### config.mk
export PLATFORM = sky130hd
export DESIGN_NAME = pwm_spi_config
export DESIGN_NICKNAME = d
export VERILOG_FILES = /design/src/rtl/pwm_spi_pkg.sv /design/src/rtl/spi_sync_edge.sv /design/src/rtl/pwm_spi_config.sv
export SDC_FILE = /design/constraint.sdc
export NUM_CORES = 1
export LEC_CHECK = 0
export CAP_MARGIN = 15
export CELL_PAD_IN_SITES_DETAIL_PLACEMENT = 0
export CELL_PAD_IN_SITES_GLOBAL_PLACEMENT = 2
export CORE_ASPECT_RATIO = 1.25
export CORE_MARGIN = 2
export CORE_UTILIZATION = 39
export DETAILED_ROUTE_END_ITERATION = 16
export GPL_TIMING_DRIVEN = 0
export PLACE_DENSITY_LB_ADDON = 0.3
export SYNTH_ARGS = -nofsm -noshare
export SYNTH_HDL_FRONTEND = slang
export SYNTH_SLANG_ARGS = --single-unit
export TNS_END_PERCENT = 50
### constraint.sdc
create_clock -name clk -period 4.43 [get_ports clk]
set_input_delay 0.6645 -clock clk [delete_from_list [all_inputs] [get_ports clk]]
set_output_delay 0.6645 -clock clk [all_outputs]
set_load 0.02 [all_outputs]
### src/rtl/pwm_spi_pkg.sv
`default_nettype none
// ============================================================================
// Module   : pwm_spi_pkg
// Purpose  : Shared constants and types for the PWM SPI configuration slave:
//            register addresses, frame length and the frame-state encoding.
// Revision : 1.0 - initial release
// ============================================================================
package pwm_spi_pkg;

    // Register map
    localparam logic [6:0] ADDR_EN_OUT_LO = 7'h00;
    localparam logic [6:0] ADDR_EN_OUT_HI = 7'h01;
    localparam logic [6:0] ADDR_EN_PWM_LO = 7'h02;
    localparam logic [6:0] ADDR_EN_PWM_HI = 7'h03;
    localparam logic [6:0] ADDR_DUTY      = 7'h04;

    // Frame geometry and bit counter
    localparam int               FRAME_BITS = 16;
    localparam int               CNT_W      = 5;
    localparam logic [CNT_W-1:0] CNT_SAT    = 5'd17;

    // IDLE while nCS is high, SHIFT while a frame is being received
    typedef enum logic [0:0] {
        IDLE  = 1'b0,
        SHIFT = 1'b1
    } spi_state_t;

endpackage
`default_nettype wire

### src/rtl/spi_sync_edge.sv
`default_nettype none
// ============================================================================
// Module   : spi_sync_edge
// Purpose  : Multi-flop synchronizer for one asynchronous SPI pin, followed
//            by a history flop so rising/falling edges can be detected.
// Revision : 1.0 - initial release
// ============================================================================
module spi_sync_edge #(
    parameter int   SYNC_STAGES = 2,
    parameter logic RESET_VAL   = 1'b0
) (
    input  logic clk,
    input  logic rst,
    input  logic i_async,
    output logic o_level,
    output logic o_rise,
    output logic o_fall
);

    logic [SYNC_STAGES-1:0] r_sync;
    logic                   r_hist;

    // Resample the pin through the chain and remember the previous level
    always_ff @(posedge clk or posedge rst) begin
        if (rst) begin
            r_sync <= {SYNC_STAGES{RESET_VAL}};
            r_hist <= RESET_VAL;
        end else begin
            r_sync[0] <= i_async;
            for (int i = 1; i < SYNC_STAGES; i++) begin
                r_sync[i] <= r_sync[i-1];
            end
            r_hist <= r_sync[SYNC_STAGES-1];
        end
    end

    assign o_level = r_sync[SYNC_STAGES-1];
    assign o_rise  =  o_level & ~r_hist;
    assign o_fall  = ~o_level &  r_hist;

endmodule
`default_nettype wire

### src/rtl/pwm_spi_config.sv
`default_nettype none
// ============================================================================
// Module   : pwm_spi_config
// Purpose  : SPI (mode 0) write-only slave holding the five PWM peripheral
//            configuration registers. 16-bit frames: {rw, addr[6:0], data}.
// Revision : 1.0 - initial release
// ============================================================================
module pwm_spi_config
    import pwm_spi_pkg::*;
#(
    parameter int NUM_REGS    = 5,
    parameter int SYNC_STAGES = 2
) (
    input  logic       clk,
    input  logic       rst,
    input  logic       sclk,
    input  logic       copi,
    input  logic       ncs,
    output logic [7:0] en_reg_out_7_0,
    output logic [7:0] en_reg_out_15_8,
    output logic [7:0] en_reg_pwm_7_0,
    output logic [7:0] en_reg_pwm_15_8,
    output logic [7:0] pwm_duty_cycle,
    output logic       wr_strobe,
    output logic       frame_err
);

    logic w_sclk_level, w_sclk_rise, w_sclk_fall;
    logic w_copi_level, w_copi_rise, w_copi_fall;
    logic w_ncs_level,  w_ncs_rise,  w_ncs_fall;
    logic w_unused;

    spi_state_t           r_state;
    spi_state_t           w_state_next;
    logic                 w_clear;
    logic                 w_shift_en;
    logic                 w_eval;
    logic [15:0]          r_shift;
    logic [CNT_W-1:0]     r_cnt;
    logic                 w_frame_ok;
    logic                 w_addr_ok;
    logic                 r_wr_pend;
    logic                 r_err_pend;

    spi_sync_edge #(.SYNC_STAGES(SYNC_STAGES), .RESET_VAL(1'b0)) u_sync_sclk (
        .clk(clk), .rst(rst), .i_async(sclk),
        .o_level(w_sclk_level), .o_rise(w_sclk_rise), .o_fall(w_sclk_fall)
    );

    spi_sync_edge #(.SYNC_STAGES(SYNC_STAGES), .RESET_VAL(1'b0)) u_sync_copi (
        .clk(clk), .rst(rst), .i_async(copi),
        .o_level(w_copi_level), .o_rise(w_copi_rise), .o_fall(w_copi_fall)
    );

    // nCS resets high so a frame still in progress after reset is seen as a new start
    spi_sync_edge #(.SYNC_STAGES(SYNC_STAGES), .RESET_VAL(1'b1)) u_sync_ncs (
        .clk(clk), .rst(rst), .i_async(ncs),
        .o_level(w_ncs_level), .o_rise(w_ncs_rise), .o_fall(w_ncs_fall)
    );

    // Mode 0 only samples on SCLK rise; the other detector outputs are not needed
    assign w_unused = &{1'b0, w_sclk_level, w_sclk_fall, w_copi_rise, w_copi_fall, w_ncs_level};

    // Frame state register
    always_ff @(posedge clk or posedge rst) begin
        if (rst) begin
            r_state <= IDLE;
        end else begin
            r_state <= w_state_next;
        end
    end

    // Next state and per-cycle actions; an nCS edge wins over a coincident SCLK edge
    always_comb begin
        w_state_next = r_state;
        w_clear      = 1'b0;
        w_shift_en   = 1'b0;
        w_eval       = 1'b0;
        if (w_ncs_fall) begin
            w_state_next = SHIFT;
            w_clear      = 1'b1;
        end else if (w_ncs_rise) begin
            if (r_state == SHIFT) begin
                w_state_next = IDLE;
                w_eval       = 1'b1;
            end
        end else if ((r_state == SHIFT) && w_sclk_rise) begin
            w_shift_en = 1'b1;
        end
    end

    // Shift register (MSB first, enters at LSB) and saturating bit counter
    always_ff @(posedge clk or posedge rst) begin
        if (rst) begin
            r_shift <= '0;
            r_cnt   <= '0;
        end else if (w_clear) begin
            r_shift <= '0;
            r_cnt   <= '0;
        end else if (w_shift_en) begin
            r_shift <= {r_shift[14:0], w_copi_level};
            if (r_cnt != CNT_SAT) begin
                r_cnt <= r_cnt + 1'b1;
            end
        end
    end

    assign w_frame_ok = (r_cnt == CNT_W'(FRAME_BITS));
    assign w_addr_ok  = ({25'd0, r_shift[14:8]} < 32'(NUM_REGS));

    // Classify the finished frame; the shift register stays stable while idle,
    // so the commit one cycle later can still read address and data from it
    always_ff @(posedge clk or posedge rst) begin
        if (rst) begin
            r_wr_pend  <= 1'b0;
            r_err_pend <= 1'b0;
        end else begin
            r_wr_pend  <= w_eval & w_frame_ok & r_shift[15] & w_addr_ok;
            r_err_pend <= w_eval & ~w_frame_ok;
        end
    end

    // Register commit and one-cycle status pulses
    always_ff @(posedge clk or posedge rst) begin
        if (rst) begin
            en_reg_out_7_0  <= 8'h00;
            en_reg_out_15_8 <= 8'h00;
            en_reg_pwm_7_0  <= 8'h00;
            en_reg_pwm_15_8 <= 8'h00;
            pwm_duty_cycle  <= 8'h00;
            wr_strobe       <= 1'b0;
            frame_err       <= 1'b0;
        end else begin
            wr_strobe <= r_wr_pend;
            frame_err <= r_err_pend;
            if (r_wr_pend) begin
                case (r_shift[14:8])
                    ADDR_EN_OUT_LO: en_reg_out_7_0  <= r_shift[7:0];
                    ADDR_EN_OUT_HI: en_reg_out_15_8 <= r_shift[7:0];
                    ADDR_EN_PWM_LO: en_reg_pwm_7_0  <= r_shift[7:0];
                    ADDR_EN_PWM_HI: en_reg_pwm_15_8 <= r_shift[7:0];
                    ADDR_DUTY:      pwm_duty_cycle  <= r_shift[7:0];
                    default: ;
                endcase
            end
        end
    end

endmodule
`default_nettype wire
==> run summary, run 1 <==
Simple logic cell fraction of the synthesized area: 11.7%
Crit-path cells: inv_1 > ha_1 > nor4bb_1 > clkbuf_1 > buf_2 > nand2_1 > a21oi_1
Area of the core: 7360 µm²
Hold Path Class: reg2reg
Synth Flop Type: dfrtp_1
Max-slew headroom: 69.0%
WL met2: 2710 µm
Wl on met1: 2450 µm
Maximum clock insertion buffer count: 2
Clock Sinks: 74
Routability Congestion: 0.759
Critical R2R Capture: r_shift[3]
DRT Pass-1 Iters: 4
Layout cell share with drive strength beyond 1: 26.4%
Tmin final: 1980 ps
Drt wl/cell: 14.6 µm
Post-synthesis compound-gate area fraction: 4.16%
Skew final: 6.18 ps
Post-Place Cell Area: 3560 µm²
Synthesis-to-finish area growth: 27.4%
Via count: 1843
Worst-path clk slew: 80 ps
Worst skew pair latency: 340 ps
Die ar.: 8280 µm²
Cell count of the worst reg-to-reg path: 7
Crit path max-delay family: buffers and inverters
H-tree depth: 3
Largest net degree at the start of global routing: 55
TritonCTS clock tree: done
Finished Cell Area: 3760 µm²
Number of fill cells: 657
CP max stage cell: dfstp_2
R2r startpoint: u_sync_ncs.r_hist
Critical path type: reg2reg
Gr usage total: 14.8%
Least-Margin Pin Slew: 465 ps
Power per cell area: 335 nW/µm²
Worst path bufs/invs: 3
Max-Cap Viols: 0
Slowest cell delay on critical path: 530 ps
Vias per cell: 4.90
Xor-xnor portion of the synthesized cell area: 0%
Hold buffers post-CTS: 0
Hold Path Cell Cnt: 0
Num rows: 35
Die width: 81.8 µm
DPL Wire Length: 3740 µm
Pins Over Slew Limit: 0
Leakage power: 1.71 nW
Worst Hold End: u_sync_copi.r_sync[1]
CP arrival: 2250 ps
Unrepaired setup endpoints after global routing: false
Fin nets: 289
Top Ports: 47
First-pass GRT wire length: 9180 µm
DRC: 0
CTS root buf: clkbuf_8
Synth top area cells: dfrtp_1 60%, mux2_2 16%, nand2_1 4.3%
Number of inserted diodes: 0
1st-iter DRT viols: 103
#FFs+latches synth: 74
Die H: 101 µm
Synth Instances: 221
I/O Buffers: 46
Final period util: 44.8%
Synth Area in Adders: 2.12%
Dpl ws: 2450 ps
Yosys cell types: 29
YS warnings: 0
Async S/R FF share, synth: 100%
Non-Filler Instances: 376
Largest family of logic cells by synthesized area: multiplexers
CP Data Required Time: 4690 ps
Final hold violations: 0
CTS buffer count: 9
Top-count cell post-synth: dfrtp_1
Gr ovfl total: 0
Syn Nets: 231
Remaining antenna violation count: 0
Fin worst setup slack: 2450 ps
Post-synth top area cell: dfrtp_1
Post-synth EDFFs: 0
Placed Cells: 360
Synth cell count leaders: 71 x dfrtp_1, 42 x mux2_2, 34 x nand2_1
Routed met3 length: 282 µm
Total Power: 1.26 mW
Setup_tns: 0 ps
Setup bufs post-CTS: 0
Top layer used by detailed routing: met4
Synthesized area per cell: 13.3 µm²
Hold path start: u_sync_copi.r_sync[0]
Reg-to-reg slack, setup: 2450 ps
Mux cell area share after synthesis: 16.4%
Status: complete, no violations
Fmax: 504 MHz
Crit-path max FO: 10
Top-area cell type share of the netlist area: 60.2%
Number of setup violations in the final report: 0
Crit end category: flop
Startpoint types: flop
Peak VDD IR: 0.000148 V
Final wirelength: 5500 µm
Seq/Total Area, Yosys: 62.9%
CTS resizes: 0
Vias in the first global route: 1769
Starting Density: 40.1%
Initial antenna violation count: 0
Synthesized area: 2950 µm²
==> kinds of logic after synthesis <==
group | Yosys count
buf+inv | 17
fa+ha+maj | 5
mux | 43
simple gates | 59
flops | 74
compound gates | 23
==> cells in the final DEF (no fill, tap or decap), types with 3 or more instances in the layout <==
cell,instances
nor4bb_1,4
dfstp_2,3
clkbuf_1,5
nand2_1,34
ha_1,5
nor2_1,5
clkbuf_8,10
clkinvlp_4,3
dfrtp_1,71
a21oi_1,19
clkdlybuf4s50_1,46
inv_1,5
mux2_2,42
buf_2,4
==> area by class of cell <==
type,instances,area [µm²],share of cell area (%)
clock inverter,6,66.3,1.76
inverter,6,25.0,0.666
tap,92,115,3.06
multi-input combinational,130,1010,27.0
sequential,74,1860,49.4
timing repair buffer,47,488,13.0
clock buffer,10,138,3.66
buffer,11,57.6,1.53
==> worst max path at each step <==
stage,from,to,cells after the start
finish,u_sync_ncs.r_hist,r_shift[3],7
global route,u_sync_ncs.r_hist,r_shift[5],7
CTS,u_sync_ncs.r_hist,r_shift[2],7
detailed placement,u_sync_ncs.r_hist,r_shift[2],7
global placement,rst,r_state,2
floorplan,rst,en_reg_out_15_8[0],1
==> routing by layer <==
metal  up-vias  track usage (%)
met4         0             5.00
li1        882                -
met3         4             4.63
met2        46             23.0
met5         -                0
met1       911             19.8
==> state kept, by name (all words and copies together), names as in the netlist, 2 cells and up <==
register / flops
en_reg_out_15_8: 8
r_shift: 16
u_sync_copi.r_sync: 2
en_reg_out_7_0: 8
u_sync_ncs.r_sync: 2
pwm_duty_cycle: 8
en_reg_pwm_15_8: 8
u_sync_sclk.r_sync: 2
r_cnt: 5
en_reg_pwm_7_0: 8
==> power breakdown <==
part / switching [mW] / total [mW] / internal, mW
logic: 0.0274 / 0.0425 / 0.0151
clock network: 0.253 / 0.528 / 0.275
registers: 0.00565 / 0.689 / 0.684
==> through the flow <==
stage               utilization [%]  hold slack, ps
global placement               47.9             334
detailed placement             48.3             340
floorplan                         -             331
CTS                            51.1             353
global route                   51.1             362
finish                         51.1             352
==> worst reg2reg max path, delay by kind of cell, from the launching register on <==
kind                     cells  cell delay (ps)
buffers and inverters        3              690
adder cells (fa/ha/maj)      1              210
AND/OR/NAND/NOR              2              350
AO/OA/AOI/OAI                1              130
flip-flops                   1              530
Power figures use the tool's default switching activity.
==> run 2, diff against run 1 <==
--- a/config.mk
+++ b/config.mk
@@ -10,7 +10,7 @@
 export CELL_PAD_IN_SITES_GLOBAL_PLACEMENT = 2
 export CORE_ASPECT_RATIO = 1.25
 export CORE_MARGIN = 2
-export CORE_UTILIZATION = 39
+export CORE_UTILIZATION = 33
 export DETAILED_ROUTE_END_ITERATION = 16
 export GPL_TIMING_DRIVEN = 0
 export PLACE_DENSITY_LB_ADDON = 0.3
==> constraint.sdc (replaced) <==
create_clock -name clk -period 1.6 [get_ports clk]
set_input_delay 0.24 -clock clk [delete_from_list [all_inputs] [get_ports clk]]
set_output_delay 0.24 -clock clk [all_outputs]
set_load 0.02 [all_outputs]
==> run summary, run 2 (synthesis gave the netlist of run 1 again) <==
Status: complete, but fails checks
Failing checks: setup timing
Die H: 110 µm (+8.4%)
Number of inserted diodes: 0 (unchanged)
Skew final: 13.9 ps (+7.69 ps)
FF/Latch Area: 1860 µm² (about the same)
Critical path type: reg2reg
Cell count of the worst reg-to-reg path: 5 (-2)
Number of fill cells: 822 (+25%)
Most frequent cells in the layout: 70 x dfrtp_1, 39 x clkdlybuf4s50_1, 25 x mux2_2
Final hold violations: 0 (unchanged)
Gr ovfl total: 0 (unchanged)
Fmax: 603 MHz (+20%)
Largest register by flop count: r_shift
Fin worst setup slack: -58.1 ps (-2500 ps)
Gr usage total: 13.9% (-0.92 points)
Most common cell after layout, fill and taps aside: dfrtp_1
CP arrival: 1930 ps (-320 ps)
DPL Wire Length: 3840 µm (+2.6%)
Crit-path max FO: 4 (-6)
Tmin final: 1660 ps (-327 ps)
DRT Pass-1 Iters: 4 (unchanged)
Setup_tns: -377 ps (-377 ps)
Vias per cell: 4.66 (-5.0%)
First-pass GRT wire length: 10100 µm (+11%)
Largest register FFs: 16 (unchanged)
Remaining antenna violation count: 0 (unchanged)
Vias in the first global route: 2032 (+15%)
Initial antenna violation count: 0 (unchanged)
Max-slew headroom: 68.9% (-0.077 points)
Die ar.: 9720 µm² (+17%)
Startpoint types: flop
R2r startpoint: u_sync_ncs.r_hist
Peak VDD IR: 0.000391 V (+160%)
Num rows: 38 (+8.6%)
Die width: 88.6 µm (+8.3%)
H-tree depth: 3 (unchanged)
Clock Sinks: 74 (unchanged)
Final wirelength: 6170 µm (+12%)
Top Ports: 47 (unchanged)
Power per cell area: 806 nW/µm² (+140%)
Hold slack: 187 ps (-166 ps)
Worst-path clk slew: 80 ps (about the same)
Starting Density: 33.9% (-6.2 points)
CP Data Required Time: 1870 ps (-2820 ps)
Area of the core: 8700 µm² (+18%)
Worst skew pair latency: 350 ps (about the same)
Leakage power: 2.03 nW (+19%)
CTS buffer count: 9 (unchanged)
I/O Buffers: 46 (unchanged)
Max-Cap Viols: 0 (unchanged)
1st-iter DRT viols: 87 (-16%)
Least-Margin Pin Slew: 460 ps (-5.45 ps)
Hold Path Class: in2async
Layout cell share with drive strength beyond 1: 45.3% (+19 points)
DRC: 0 (unchanged)
Fin nets: 301 (+4.2%)
Pins Over Slew Limit: 0 (unchanged)
TritonCTS clock tree: done
Via count: 1938 (+5.2%)
CTS root buf: clkbuf_8
Routability Congestion: 0.691 (-9.0%)
Critical R2R Capture: r_cnt[3]
Reg-to-reg slack, setup: -60 ps (-2500 ps)
Synthesis-to-finish area growth: 44.9%
Maximum clock insertion buffer count: 2 (unchanged)
Number of setup violations in the final report: 24 (+24)
Crit end category: flop
Largest net degree at the start of global routing: 37 (-33%)
Final period util: 104% (+59 points)
Drt wl/cell: 14.8 µm (+1.4%)
Unrepaired setup endpoints after global routing: true
Area of the multi-input gates: 1320 µm² (+30%)
## run 2: per-stage QoR
step | area (µm²) | utilization, % | instances | setup slack [ps] | total power, mW
2_1_floorplan | 2950 | - | 221 | -80.9 | 2.02
3_3_place_gp | 3560 | 41.0 | 387 | -399 | 2.06
3_5_place_dp | 3600 | 41.4 | 389 | -457 | 2.07
4_1_cts | 4110 | 47.3 | 415 | -124 | 3.47
5_1_grt | 4280 | 49.1 | 416 | -135 | 3.58
6_report | 4280 | 49.1 | 416 | -58.1 | 3.45
## run 2: worst max-delay path, cell delays in order, from the launching register on
cell,delay [ps]
dfstp_2,540
inv_2,40
ha_4,160
nand4bb_4,250
or4_4,450
a21oi_2,140
## run 2: what timing repair did
action | CTS | global route
pin swaps | 10 | 13
gates cloned | 1 | 0
gates resized for setup | 54 | 49
setup buffers | 9 | 4
setup endpoints to repair | 63 | 69
hold buffers | 0 | 0
## run 2: worst max path at each step
stage | start | to | slack [ps] | cells past startpoint
final | u_sync_ncs.r_hist | r_cnt[3] | -60 | 5
after global routing | u_sync_ncs.r_hist | r_cnt[2] | -140 | 7
after CTS | u_sync_ncs.r_hist | r_shift[12] | -120 | 8
after detailed placement | u_sync_ncs.r_hist | r_shift[6] | -460 | 7
after global placement | u_sync_ncs.r_hist | r_shift[8] | -400 | 7
after floorplan | u_sync_ncs.r_hist | r_shift[15] | -80 | 7
## run 2: metal layers
metal  track usage (%)  up-vias  part of all wire, %
li1                  -      909                    -
met1              16.7      981                   44
met2              24.1       35                   51
met3              2.70       13                  2.8
met4              5.84        0                  2.0
met5                 0        -                    0
## run 2: layout make-up
cell class | instances | share of cell area, %
sequential | 74 | 43.4
timing repair buffer | 61 | 15.0
clock buffer | 10 | 3.22
inverter | 6 | 0.615
clock inverter | 6 | 1.14
buffer | 9 | 2.11
tap | 120 | 3.51
multi-input combinational | 130 | 30.9
## run 2: where the power goes
part	switching (mW)	total, mW	internal [mW]
clock network	0.742	1.36	0.618
logic	0.0937	0.172	0.0779
registers	0.0216	1.91	1.89
total	0.857	3.45	2.59
==> run 3, diff against run 2 <==
--- a/config.mk
+++ b/config.mk
@@ -5,10 +5,9 @@
 export SDC_FILE = /design/constraint.sdc
 export NUM_CORES = 1
 export LEC_CHECK = 0
-export CAP_MARGIN = 15
 export CELL_PAD_IN_SITES_DETAIL_PLACEMENT = 0
 export CELL_PAD_IN_SITES_GLOBAL_PLACEMENT = 2
-export CORE_ASPECT_RATIO = 1.25
+export CORE_ASPECT_RATIO = 1.5
 export CORE_MARGIN = 2
 export CORE_UTILIZATION = 33
 export DETAILED_ROUTE_END_ITERATION = 16
==> run summary, run 3 (synthesis gave the netlist of run 1 again) <==
Status: complete, but fails checks
Failing checks: setup timing
CP Data Required Time: 1810 ps (-60 ps)
DPL Wire Length: 4110 µm (+7.0%)
Starting Density: 33.6% (-0.29 points)
Total Power: 4.00 mW (+16%)
TritonCTS clock tree: done
Num rows: 42 (+11%)
H-tree depth: 3 (unchanged)
Layout cell share with drive strength beyond 1: 41.4% (-3.9 points)
CTS root buf: clkbuf_16
DRC: 0 (unchanged)
Crit path max-delay family: simple AND/OR/NAND/NOR gates
Largest register FFs: 16 (unchanged)
Worst-path clk slew: 50 ps (-30 ps)
Worst skew pair latency: 330 ps (-20 ps)
Most common cell after layout, fill and taps aside: dfrtp_1
Peak VDD IR: 0.000499 V (+28%)
Least-Margin Pin Slew: 732 ps (+272 ps)
Maximum clock insertion buffer count: 2 (unchanged)
Worst path bufs/invs: 2 (+1)
Max-slew headroom: 51.1% (-18 points)
Largest register by flop count: r_shift
Crit-path cells: nor4b_4 > buf_4 > and4bb_2 > buf_8 > mux2_4
1st-iter DRT viols: 90 (+3.4%)
CP arrival: 1920 ps (about the same)
DRT Pass-1 Iters: 4 (unchanged)
CP max stage cell: dfrtp_1
Hold Path Class: in2reg
Number of setup violations in the final report: 46 (+92%)
Vias in the first global route: 1927 (-5.2%)
Remaining antenna violation count: 0 (unchanged)
Power per cell area: 934 nW/µm² (+16%)
Vias per cell: 4.76 (+2.2%)
Drt wl/cell: 15.9 µm (+7.4%)
Startpoint types: flop
Synthesis-to-finish area growth: 45.0% (about the same)
Area of the multi-input gates: 1280 µm² (-3.4%)
Top Ports: 47 (unchanged)
Final hold violations: 0 (unchanged)
Leakage power: 1.92 nW (-5.5%)
First-pass GRT wire length: 10300 µm (+2.0%)
Slowest cell delay on critical path: 410 ps (-130 ps)
Gr usage total: 14.5% (+0.65 points)
Fin nets: 300 (-0.33%)
Final wirelength: 6450 µm (+4.5%)
Fin worst setup slack: -105 ps (-47.3 ps)
Most frequent cells in the layout: 71 x dfrtp_1, 46 x clkdlybuf4s50_1, 28 x nand2_1
Skew final: 6.03 ps (-7.85 ps)
Number of fill cells: 788 (-4.1%)
Initial antenna violation count: 0 (unchanged)
Crit-path max FO: 8 (+4)
Tmin final: 1710 ps (+47.3 ps)
Crit end category: flop
Critical path type: reg2reg
Unrepaired setup endpoints after global routing: true
Die ar.: 9730 µm² (+0.11%)
Largest net degree at the start of global routing: 44 (+19%)
Max-Cap Viols: 0 (unchanged)
Via count: 1929 (-0.46%)
Core Util, Final: 48.7% (-0.39 points)
Number of inserted diodes: 0 (unchanged)
Routability Congestion: 0.701 (+1.5%)
Fmax: 586 MHz (-2.8%)
I/O Buffers: 46 (unchanged)
Gr ovfl total: 0 (unchanged)
Area of the core: 8780 µm² (+0.86%)
FF/Latch Area: 1860 µm² (about the same)
Final period util: 107% (+3.0 points)
Pins Over Slew Limit: 0 (unchanged)
Die width: 81.2 µm (-8.3%)
CTS buffer count: 9 (unchanged)
Clock Sinks: 74 (unchanged)
Die H: 120 µm (+9.2%)
[run 3: power by group]
group / switching, mW / leakage [nW] / internal (mW)
sequential: 0.0222 / 1.01 / 1.90
clock: 0.748 / 0.141 / 1.17
combinational: 0.0901 / 0.771 / 0.0694
[run 3: stage by stage]
step | instance area [µm²] | hold slack, ps | cells | setup WS (ps) | setup TNS, ps
floorplan | 2950 | 244 | 221 | -80.9 | -1380
CTS | 4110 | 303 | 401 | -80.6 | -1430
detailed placement | 3570 | 340 | 378 | -404 | -12220
global route | 4280 | 329 | 405 | -150 | -5550
finish | 4280 | 312 | 405 | -105 | -2350
global placement | 3550 | 335 | 377 | -398 | -38410
[run 3: layout make-up]
| class | count | area share (%) |
|---|---|---|
| Inverter | 6 | 0.614 |
| Tap cell | 110 | 3.22 |
| Sequential cell | 74 | 43.4 |
| Buffer | 11 | 2.40 |
| Clock buffer | 12 | 6.23 |
| Timing Repair Buffer | 58 | 13.7 |
| Multi-Input combinational cell | 130 | 29.9 |
| Clock inverter | 4 | 0.585 |
[run 3: worst paths after layout]
path	start	endpoint	slack [ps]	cells after the start
hold reg to reg	r_err_pend	frame_err	350	0
setup reg to reg	r_shift[12]	en_reg_out_7_0[0]	-110	5
setup / recovery	r_shift[12]	en_reg_out_7_0[0]	-110	5
hold / removal	ncs	u_sync_ncs.r_sync[0]	310	1
min in group asynchronous	rst	en_reg_out_7_0[1]	370	2
max in group asynchronous	rst	en_reg_pwm_15_8[0]	570	3
[run 3: what timing repair did]
item	4_1_cts	5_1_grt
hold buffers	0	0
pin swaps	7	10
endpoints found under the hold margin	0	0
cloned	1	0
gates resized for setup	45	38
setup endpoints to repair	63	62
setup buffers	6	4
[run 3: worst register-to-register path, delay by kind of cell (launching register included)]
family | cells | cell delay, ps
AND/OR/NAND/NOR | 2 | 530
flip-flops | 1 | 410
buffers and inverters | 2 | 350
multiplexers | 1 | 310
[run 3: metal layers]
layer  global-route usage, %  vias up  part of all wire, %  wire length (µm)
met5                       0        -                    0                 0
met4                    5.72        0                  1.5                97
li1                        -      897                    -                 -
met3                    4.74        7                  3.6               231
met1                    16.9      989                   39              2500
met2                    24.4       36                   56              3620
